File: src/rtl/rotation_seq.sv
// Purpose : iterative CORDIC rotation, polar (r, angle) in -> saturated cartesian (x, y) out.
// Latency : valid_o pulses N+1 cycles after the accepting edge; one sample per N+2 cycles.
// Backpr. : ready_o is high only when idle; valid_i while busy is ignored and the sample is dropped.
//
// Ports:
//   clk_i, rstn_i        clock, asynchronous active-low reset
//   valid_i / ready_o    input handshake (accept on valid_i && ready_o)
//   r_i                  unsigned magnitude, DW bits
//   angle_i              {quadrant[1:0], in-quadrant angle[AW-1:0]}, 2**AW units = pi/2
//   valid_o              one-cycle result strobe
//   x_o / y_o            signed result, held until the next result
module rotation_seq #(
    parameter int              N    = 16,
    parameter int              DW   = 16,
    parameter int              AW   = 16,
    // Entry i lives at bits [i*AW +: AW]: round(atan(2**-i) * 2**AW / (pi/2)).
    parameter logic [N*AW-1:0] ATAN = {16'd1,    16'd3,    16'd5,    16'd10,
                                       16'd20,   16'd41,   16'd81,   16'd163,
                                       16'd326,  16'd652,  16'd1303, 16'd2604,
                                       16'd5188, 16'd10221, 16'd19344, 16'd32768},
    parameter int              KW   = DW,
    parameter int unsigned     K    = $rtoi(0.6072529 * (2.0 ** KW) + 0.5)
) (
    input  logic          clk_i,
    input  logic          rstn_i,
    input  logic          valid_i,
    output logic          ready_o,
    input  logic [DW-1:0] r_i,
    input  logic [AW+1:0] angle_i,
    output logic          valid_o,
    output logic [DW-1:0] x_o,
    output logic [DW-1:0] y_o
);

    localparam int XW = DW + 2;              // x/y datapath: headroom for the ~1.647 CORDIC gain
    localparam int ZW = AW + 1;              // residual angle, signed
    localparam int CW = (N > 1) ? $clog2(N) : 1;
    localparam int PW = XW + KW + 1;         // gain-compensation product
    localparam int SW = DW + 3;              // scaled value, room to negate before saturation

    localparam logic [KW-1:0]        K_L  = KW'(K);
    localparam logic signed [SW-1:0] SMAX = SW'((1 <<< (DW - 1)) - 1);
    localparam logic signed [SW-1:0] SMIN = -SMAX;

    typedef enum logic [1:0] {IDLE, ITER, SCALE} state_t;

    state_t                state_q, state_d;
    logic signed [XW-1:0]  x_q, x_d, y_q, y_d;
    logic signed [ZW-1:0]  z_q, z_d;
    logic [CW-1:0]         cnt_q, cnt_d;
    logic [1:0]            quad_q, quad_d;
    logic [DW-1:0]         xo_q, xo_d, yo_q, yo_d;
    logic                  vo_q, vo_d;

    // Combinational helpers
    logic signed [XW-1:0]  xs, ys;
    logic signed [ZW-1:0]  atan_i;
    logic signed [PW-1:0]  prod_x, prod_y;
    logic signed [SW-1:0]  sx, sy, mx, my;

    // Symmetric clamp: the most negative code is never produced.
    function automatic logic [DW-1:0] sat(input logic signed [SW-1:0] v);
        if (v > SMAX)      return SMAX[DW-1:0];
        else if (v < SMIN) return SMIN[DW-1:0];
        else               return v[DW-1:0];
    endfunction

    always_comb begin
        xs     = x_q >>> cnt_q;
        ys     = y_q >>> cnt_q;
        atan_i = $signed({1'b0, ATAN[cnt_q*AW +: AW]});

        prod_x = PW'(x_q) * PW'($signed({1'b0, K_L}));
        prod_y = PW'(y_q) * PW'($signed({1'b0, K_L}));
        sx     = SW'(prod_x >>> KW);
        sy     = SW'(prod_y >>> KW);

        // Rotation was done inside the first quadrant; fold in the quadrant
        // by a multiple of 90 degrees.
        unique case (quad_q)
            2'd0:    begin mx =  sx; my =  sy; end
            2'd1:    begin mx = -sy; my =  sx; end
            2'd2:    begin mx = -sx; my = -sy; end
            default: begin mx =  sy; my = -sx; end
        endcase
    end

    always_comb begin
        state_d = state_q;
        x_d     = x_q;
        y_d     = y_q;
        z_d     = z_q;
        cnt_d   = cnt_q;
        quad_d  = quad_q;
        xo_d    = xo_q;
        yo_d    = yo_q;
        vo_d    = 1'b0;

        unique case (state_q)
            IDLE: begin
                if (valid_i) begin
                    quad_d  = angle_i[AW+1:AW];
                    x_d     = XW'(r_i);
                    y_d     = '0;
                    z_d     = $signed({1'b0, angle_i[AW-1:0]});
                    cnt_d   = '0;
                    state_d = ITER;
                end
            end
            ITER: begin
                // Drive the residual angle toward zero.
                if (!z_q[ZW-1]) begin
                    x_d = x_q - ys;
                    y_d = y_q + xs;
                    z_d = z_q - atan_i;
                end else begin
                    x_d = x_q + ys;
                    y_d = y_q - xs;
                    z_d = z_q + atan_i;
                end
                if (cnt_q == CW'(N - 1)) begin
                    cnt_d   = '0;
                    state_d = SCALE;
                end else begin
                    cnt_d   = cnt_q + 1'b1;
                end
            end
            SCALE: begin
                xo_d    = sat(mx);
                yo_d    = sat(my);
                vo_d    = 1'b1;
                state_d = IDLE;
            end
            default: state_d = IDLE;
        endcase
    end

    always_ff @(posedge clk_i or negedge rstn_i) begin
        if (!rstn_i) begin
            state_q <= IDLE;
            x_q     <= '0;
            y_q     <= '0;
            z_q     <= '0;
            cnt_q   <= '0;
            quad_q  <= '0;
            xo_q    <= '0;
            yo_q    <= '0;
            vo_q    <= 1'b0;
        end else begin
            state_q <= state_d;
            x_q     <= x_d;
            y_q     <= y_d;
            z_q     <= z_d;
            cnt_q   <= cnt_d;
            quad_q  <= quad_d;
            xo_q    <= xo_d;
            yo_q    <= yo_d;
            vo_q    <= vo_d;
        end
    end

    assign ready_o = (state_q == IDLE);
    assign valid_o = vo_q;
    assign x_o     = xo_q;
    assign y_o     = yo_q;

endmodule
File: config.mk
export PLATFORM = sky130hd
export DESIGN_NAME = rotation_seq
export DESIGN_NICKNAME = d
export VERILOG_FILES = /design/src/rtl/rotation_seq.sv
export SDC_FILE = /design/constraint.sdc
export NUM_CORES = 1
export LEC_CHECK = 0
export CORE_ASPECT_RATIO = 1.5
export CORE_MARGIN = 3
export CORE_UTILIZATION = 25
export DETAILED_ROUTE_END_ITERATION = 10
export PLACE_DENSITY = 0.48
export SYNTH_ARGS = -nofsm -noshare
export SYNTH_HDL_FRONTEND = slang
export SYNTH_SLANG_ARGS = --single-unit
export TNS_END_PERCENT = 50
File: constraint.sdc
create_clock -name clk_i -period 7.75 [get_ports clk_i]
set_clock_uncertainty 0.05 [all_clocks]
set_input_delay 1.55 -clock clk_i [delete_from_list [all_inputs] [get_ports clk_i]]
set_output_delay 1.55 -clock clk_i [all_outputs]
set_load 0.005 [all_outputs]
==> metrics.md, run 1 <==
| Metric | Value |
|---|---|
| Root Buffer Master | `sky130_fd_sc_hd__clkbuf_16` |
| Initial antenna violation count | `0` |
| Overflow left after global routing | `0` |
| Number of buffers created by CTS | `9` |
| Starting density of the core | `0.253` |
| Average cell area after synthesis | `8.64 sq um` |
| GR Layer Usage met1 | `0.171` |
| Clock sinks | `94` |
| CP Data Arrival Time | `7.81 ns` |
| Post-synthesis to final-layout area growth | `23.0%` |
| Total via count after detailed routing | `20700` |
| Critical-path maximum fanout | `6` |
| Start-to-end type of the worst setup path | `reg -> reg` |
| Total of flip-flops plus latches after synthesis | `94` |
| Endpoint of the worst register-to-register path | `y_o[7]` |
| Achievable Freq | `132 MHz` |
| Final layout net count | `3694` |
| First-pass GRT wire length | `121000 um` |
| Number of placed cells counting well taps | `4261` |
| Min setup slack post-route | `0.184 ns` |
| Number of standard-cell rows in the floorplan | `138` |
| Number of max-slew violations in the final report | `0` |
| Max Root-Sink Buffers | `2` |
| Antenna diode instance count | `0` |
| Required time at the worst-slack endpoint | `7.99 ns` |
| Area of the placeable core | `0.0948 sq mm` |
| Critical hold path startpoint | `x_o[8]` |
| DRC violation count after routing | `0` |
| Gate count of the mapped netlist | `2778` |
| Element type at the critical path end | `flop` |
| Clock latency on the worst-skew pair | `0.42 ns` |
| Cell area after synthesis | `0.0240 sq mm` |
| Fraction of synthesized cell area taken by the top area cell type | `0.200` |
| Total placed instance area | `0.0278 sq mm` |
| Wire length after detailed routing | `77000 um` |
| Final design area excluding fillers | `0.0295 sq mm` |
| Routed length per placed instance | `17.9 um` |
| Outcome | `finished, final reports clean` |
| Transition at the pin with the smallest max-transition slack | `0.895 ns` |
| Final critical-path share of the clock period | `0.976` |
| Met2 Use GR | `0.300` |
| Yosys warning count | `0` |
| Hold buffer count at cts | `0` |
| Number of standard cells in the final layout excluding fillers | `4305` |
| Startpoint of the worst-slack reg-to-reg timing path | `y_q[10]` |
| Post-Place Worst Slack | `-0.111 ns` |
| Max-capacitance violation count | `0` |
| RePlAce Congestion | `0.904` |
| Count of final hold-check violations | `0` |
| WHS Endpoint | `x_o[8]` |
| Via count of the first global-routing pass | `21700` |
| Die height | `385 um` |
| Number of synthesized flops with an enable pin | `0` |
| Post-detailed-route count of antenna-violating nets | `0` |
| H-tree depth | `3` |
| Proportion of register bits with asynchronous set or reset after synthesis | `1.00` |
| Global router's overall resource usage | `0.154` |
| DR iter-0 viols | `1107` |
| Layer carrying the most global-route usage | `met2` |
| Synthesized Nets | `3432` |
| Worst hold path stage count | `2` |
| Number of top-level design ports | `71` |
| Core Util, Final | `0.311` |
| RSZ-0062 raised after global routing | `yes` |
| Maximum number of pins on one net before global-route repair | `85` |
| Fin crit period | `7.57 ns` |
| Die Area | `0.0998 sq mm` |
| CTS tree | `built` |
| Global routing met3 resource utilization | `0.0106` |
| Max-Slew Margin vs Limit | `0.403` |
| Number of cell instances on the worst register-to-register path | `30` |
| Flop-to-flop setup slack | `0.18 ns` |
| Average via count per standard cell | `4.82` |
| Buffers on Ports | `70` |
| Maximum cell stage delay along the critical path | `0.52 ns` |
| Final Setup Violations | `0` |
| DR pass1 iterations | `5` |
| Proportion of synthesized chip area in sequential cells | `0.0980` |
| Synth unique cells | `97` |
| Most frequently used flop master after synthesis | `sky130_fd_sc_hd__dfrtp_1` |
| Library cell contributing the largest single delay on the critical path | `sky130_fd_sc_hd__or4_1` |
| CTS clk-pin slew, worst paths | `0.07 ns` |
| Hold crit path type | `reg -> reg` |
| Chip Width | `259 um` |
| Synth top area cells | `sky130_fd_sc_hd__fa_1 (20%), sky130_fd_sc_hd__ha_1 (20%), sky130_fd_sc_hd__dfrtp_1 (9.8%)` |
| HPWL Detailed | `63700 um` |
| Cell type with the largest total area after synthesis | `sky130_fd_sc_hd__fa_1` |
| CP Launch Type | `flop` |
| Share of final-layout standard cells stronger than drive strength 1 | `0.194` |
synth_stat cells, drive strengths merged, types with 20 or more instances:
cell	number
nand3	45
a31oi	29
o21ai	146
nand2	228
nand2b	22
mux2i	53
mux4	34
a21o	28
nor2b	28
inv	429
a211oi	20
nor3	40
and2	20
buf	35
dfrtp	94
o211ai	32
ha	377
xnor2	87
xor2	63
nor2	152
fa	240
clkbuf	74
o21a	23
a21oi	169
routing by layer:
| layer | up-vias | share of wire | routed length, um |
|---|---|---|---|
| li1 | 10100 | - | - |
| met1 | 10200 | 0.40 | 30600 |
| met2 | 301 | 0.54 | 41600 |
| met3 | 128 | 0.018 | 1410 |
| met4 | 0 | 0.045 | 3470 |
| met5 | - | 0 | 0 |
worst max-delay path by stage:
stage	from	end	slack (ns)	cells past startpoint
finish	y_q[10]	y_o[7]	0.18	30
floorplan	y_q[10]	y_o[0]	0.16	30
detailed placement	y_q[6]	y_o[1]	-0.11	26
global route	y_q[10]	y_o[5]	-0.06	30
CTS	y_q[13]	x_o[10]	0.009	28
global placement	y_q[5]	y_o[1]	-0.08	27
sequential cells by signal (all words and copies together), names as in the netlist:
register and count:
x_q 18, y_o 16, quad_q 2, z_q 17, x_o 16, valid_o 1
state_q 2, y_q 18, cnt_q 4
final cells by class:
class | instances | area [sq um]
inverter | 431 | 1620
tap | 1260 | 1580
multi-input combinational | 2147 | 20800
sequential | 94 | 2390
timing repair buffer | 357 | 2900
clock inverter | 5 | 41.3
clock buffer | 11 | 243
fill | 10100 | 65300
worst max-delay path, delay by kind of cell (launching register included):
| family | cells | cell delay, ns |
|---|---|---|
| AO/OA/AOI/OAI | 6 | 1.28 |
| XOR/XNOR | 1 | 0.14 |
| flip-flops | 1 | 0.43 |
| adder cells (fa/ha/maj) | 7 | 2.69 |
| AND/OR/NAND/NOR | 7 | 1.63 |
| buffers and inverters | 8 | 0.76 |
| multiplexers | 1 | 0.47 |
kinds of logic (layout without fill, tap and decap cells):
logic type,Yosys count,count (layout),share of synthesized area
AOI/OAI and AO/OA,642,643,0.177
and+or+nand+nor,634,636,0.126
muxes,101,101,0.0606
adders and majority gates,617,617,0.397
xor gates and xnor gates,150,150,0.0550
buffers and inverters,540,804,0.0860
DFF,94,94,0.0980
placed cells by master (no fill, tap or decap), types with 22 or more instances in the layout:
master and count:
sky130_fd_sc_hd__a21oi_1 132, sky130_fd_sc_hd__o21a_1 23, sky130_fd_sc_hd__a21oi_2 33, sky130_fd_sc_hd__nor2_1 142, sky130_fd_sc_hd__mux4_2 34, sky130_fd_sc_hd__inv_1 422, sky130_fd_sc_hd__mux2i_1 53, sky130_fd_sc_hd__nand2_1 225
sky130_fd_sc_hd__nor3_1 30, sky130_fd_sc_hd__a31oi_1 25, sky130_fd_sc_hd__o211ai_1 31, sky130_fd_sc_hd__xor2_1 57, sky130_fd_sc_hd__xnor2_1 75, sky130_fd_sc_hd__fa_1 233, sky130_fd_sc_hd__nor2b_1 26, sky130_fd_sc_hd__ha_4 27
sky130_fd_sc_hd__o21ai_1 22, sky130_fd_sc_hd__clkdlybuf4s50_1 69, sky130_fd_sc_hd__a21o_1 28, sky130_fd_sc_hd__dfrtp_2 27, sky130_fd_sc_hd__ha_1 339, sky130_fd_sc_hd__nand3_1 42, sky130_fd_sc_hd__buf_4 280, sky130_fd_sc_hd__dfrtp_1 67
sky130_fd_sc_hd__o21ai_0 119
metrics by stage:
| step | hold slack (ns) | setup TNS (ns) |
|---|---|---|
| 4_1_cts | 0.446 | 0 |
| 3_5_place_dp | 0.429 | -1.27 |
| 2_1_floorplan | 0.423 | 0 |
| 5_1_grt | 0.455 | -0.971 |
| 3_3_place_gp | 0.421 | -0.719 |
| 6_report | 0.435 | 0 |
timing repair:
action | 4_1_cts | 5_1_grt
resized for setup | 8 | 246
hold endpoints to repair | 0 | 0
cloned | 0 | 4
endpoints found under the setup margin | 27 | 32
setup buffers | 1 | 24
pin swaps | 1 | 66
Power of run 1 is left out: the tool's default activity adds up to more than one toggle a clock period on the data nets, which glitch-free logic cannot reach.
==> inputs of run 2 (changes only) <==
--- a/config.mk
+++ b/config.mk
@@ -8,6 +8,7 @@
 export CORE_ASPECT_RATIO = 1.5
 export CORE_MARGIN = 3
 export CORE_UTILIZATION = 25
+export CTS_BUF_LIST = sky130_fd_sc_hd__clkbuf_4 sky130_fd_sc_hd__clkbuf_8 sky130_fd_sc_hd__clkbuf_16
 export DETAILED_ROUTE_END_ITERATION = 10
 export PLACE_DENSITY = 0.48
 export SYNTH_ARGS = -nofsm -noshare
==> metrics.md, run 2 (synthesis results as in run 1) <==
| Metric | Value |
|---|---|
| Final layout net count | `3694` |
| First-pass GRT wire length | `121000 um` |
| Final Setup Violations | `0` |
| Overflow left after global routing | `0` |
| Clock latency on the worst-skew pair | `0.42 ns` |
| Starting density of the core | `0.253` |
| Number of top-level design ports | `71` |
| Maximum number of pins on one net before global-route repair | `85` |
| Global routing met3 resource utilization | `0.0106` |
| HPWL Detailed | `63700 um` |
| Hold crit path type | `reg -> reg` |
| Commonest cells after routing, fill and taps aside | `sky130_fd_sc_hd__inv_1 (422), sky130_fd_sc_hd__ha_1 (339), sky130_fd_sc_hd__buf_4 (280)` |
| Outcome | `finished, final reports clean` |
| GR Layer Usage met1 | `0.171` |
| Buffers on Ports | `70` |
| Achievable Freq | `132 MHz` |
| Number of max-slew violations in the final report | `0` |
| Met2 Use GR | `0.300` |
| Fillcell total | `10100` |
| RePlAce Congestion | `0.904` |
| Worst hold path stage count | `2` |
| Final critical-path share of the clock period | `0.976` |
| Required time at the worst-slack endpoint | `7.99 ns` |
| Startpoint of the worst-slack reg-to-reg timing path | `y_q[10]` |
| Maximum cell stage delay along the critical path | `0.52 ns` |
| Root Buffer Master | `sky130_fd_sc_hd__clkbuf_16` |
| Layer carrying the most global-route usage | `met2` |
| Transition at the pin with the smallest max-transition slack | `0.895 ns` |
| RSZ-0062 raised after global routing | `yes` |
| Post-synthesis to final-layout area growth | `23.0%` |
| Initial antenna violation count | `0` |
| Average via count per standard cell | `4.82` |
| CTS tree | `built` |
| CTS clk-pin slew, worst paths | `0.07 ns` |
| Critical hold path startpoint | `x_o[8]` |
| Post-detailed-route count of antenna-violating nets | `0` |
| Wire length after detailed routing | `77000 um` |
| Largest registers | `x_q (18), y_q (18), z_q (17)` |
| Flop-to-flop setup slack | `0.18 ns` |
| Total placed instance area | `0.0278 sq mm` |
| Share of final-layout standard cells stronger than drive strength 1 | `0.194` |
| CP Launch Type | `flop` |
| Number of buffers created by CTS | `9` |
| Chip Width | `259 um` |
| Clock sinks | `94` |
| DR iter-0 viols | `1107` |
| Start-to-end type of the worst setup path | `reg -> reg` |
| Via count of the first global-routing pass | `21700` |
| Critical-path maximum fanout | `6` |
| Max Root-Sink Buffers | `2` |
| Fin crit period | `7.57 ns` |
| Final design area excluding fillers | `0.0295 sq mm` |
| Max-Slew Margin vs Limit | `0.403` |
| CP Data Arrival Time | `7.81 ns` |
| Hold buffer count at cts | `0` |
| Total via count after detailed routing | `20700` |
| Number of cell instances on the worst register-to-register path | `30` |
| Most common cell after layout, fill and taps aside | `sky130_fd_sc_hd__inv_1` |
| WHS Endpoint | `x_o[8]` |
| DRC violation count after routing | `0` |
| Global router's overall resource usage | `0.154` |
| DR pass1 iterations | `5` |
| Library cell contributing the largest single delay on the critical path | `sky130_fd_sc_hd__or4_1` |
| Routed length per placed instance | `17.9 um` |
| H-tree depth | `3` |
| Max-capacitance violation count | `0` |
| Die height | `385 um` |
| Count of final hold-check violations | `0` |
| Antenna diode instance count | `0` |
| Area of the placeable core | `0.0948 sq mm` |
| Element type at the critical path end | `flop` |
| Die Area | `0.0998 sq mm` |
| Endpoint of the worst register-to-register path | `y_o[7]` |
| Number of standard-cell rows in the floorplan | `138` |
run 2: repair_timing:
item	in CTS	in global routing
cloned	0	4
resized for setup	8	246
pin swaps	1	66
setup buffers	1	24
endpoints found under the setup margin	27	32
run 2: layout make-up:
type                    instances  area [sq um]  area share
flip-flops and latches         94          2390      0.0808
repair buffers                357          2900      0.0984
multi-input cells            2147         20800       0.703
inverters                     431          1620      0.0548
clock inverters                 5          41.3     0.00140
well taps                    1260          1580      0.0534
clock buffers                  11           246     0.00835
run 2: worst max-delay path by stage:
stage,depth (start not counted),startpoint,endpoint
floorplan,30,y_q[10],y_o[0]
global placement,27,y_q[5],y_o[1]
detailed placement,26,y_q[6],y_o[1]
CTS,28,y_q[13],x_o[10]
global route,30,y_q[10],y_o[5]
finish,30,y_q[10],y_o[7]
run 2: critical path, delay by kind of cell, from the launching register on:
family,cells,cell delay [ns]
adders and majority gates,7,2.69
buffers and inverters,8,0.76
DFF,1,0.43
and+or+nand+nor,7,1.63
xor gates and xnor gates,1,0.14
AOI/OAI and AO/OA,6,1.28
muxes,1,0.47
run 2: stage by stage:
step	utilization	hold slack [ns]	setup WS (ns)	TNS [ns]	instances
3_5_place_dp	0.293	0.429	-0.111	-1.27	4261
2_1_floorplan	-	0.423	0.161	0	2778
5_1_grt	0.311	0.455	-0.0631	-0.971	4305
3_3_place_gp	0.293	0.421	-0.0797	-0.719	4261
4_1_cts	0.297	0.446	0.00851	0	4278
6_report	0.311	0.435	0.184	0	4305
run 2: metal layers:
metal	up-vias	wire length [um]
met5	-	0
met4	0	3470
met3	128	1380
met2	295	41600
met1	10200	30600
li1	10100	-
Power of run 2 is left out for the same reason.
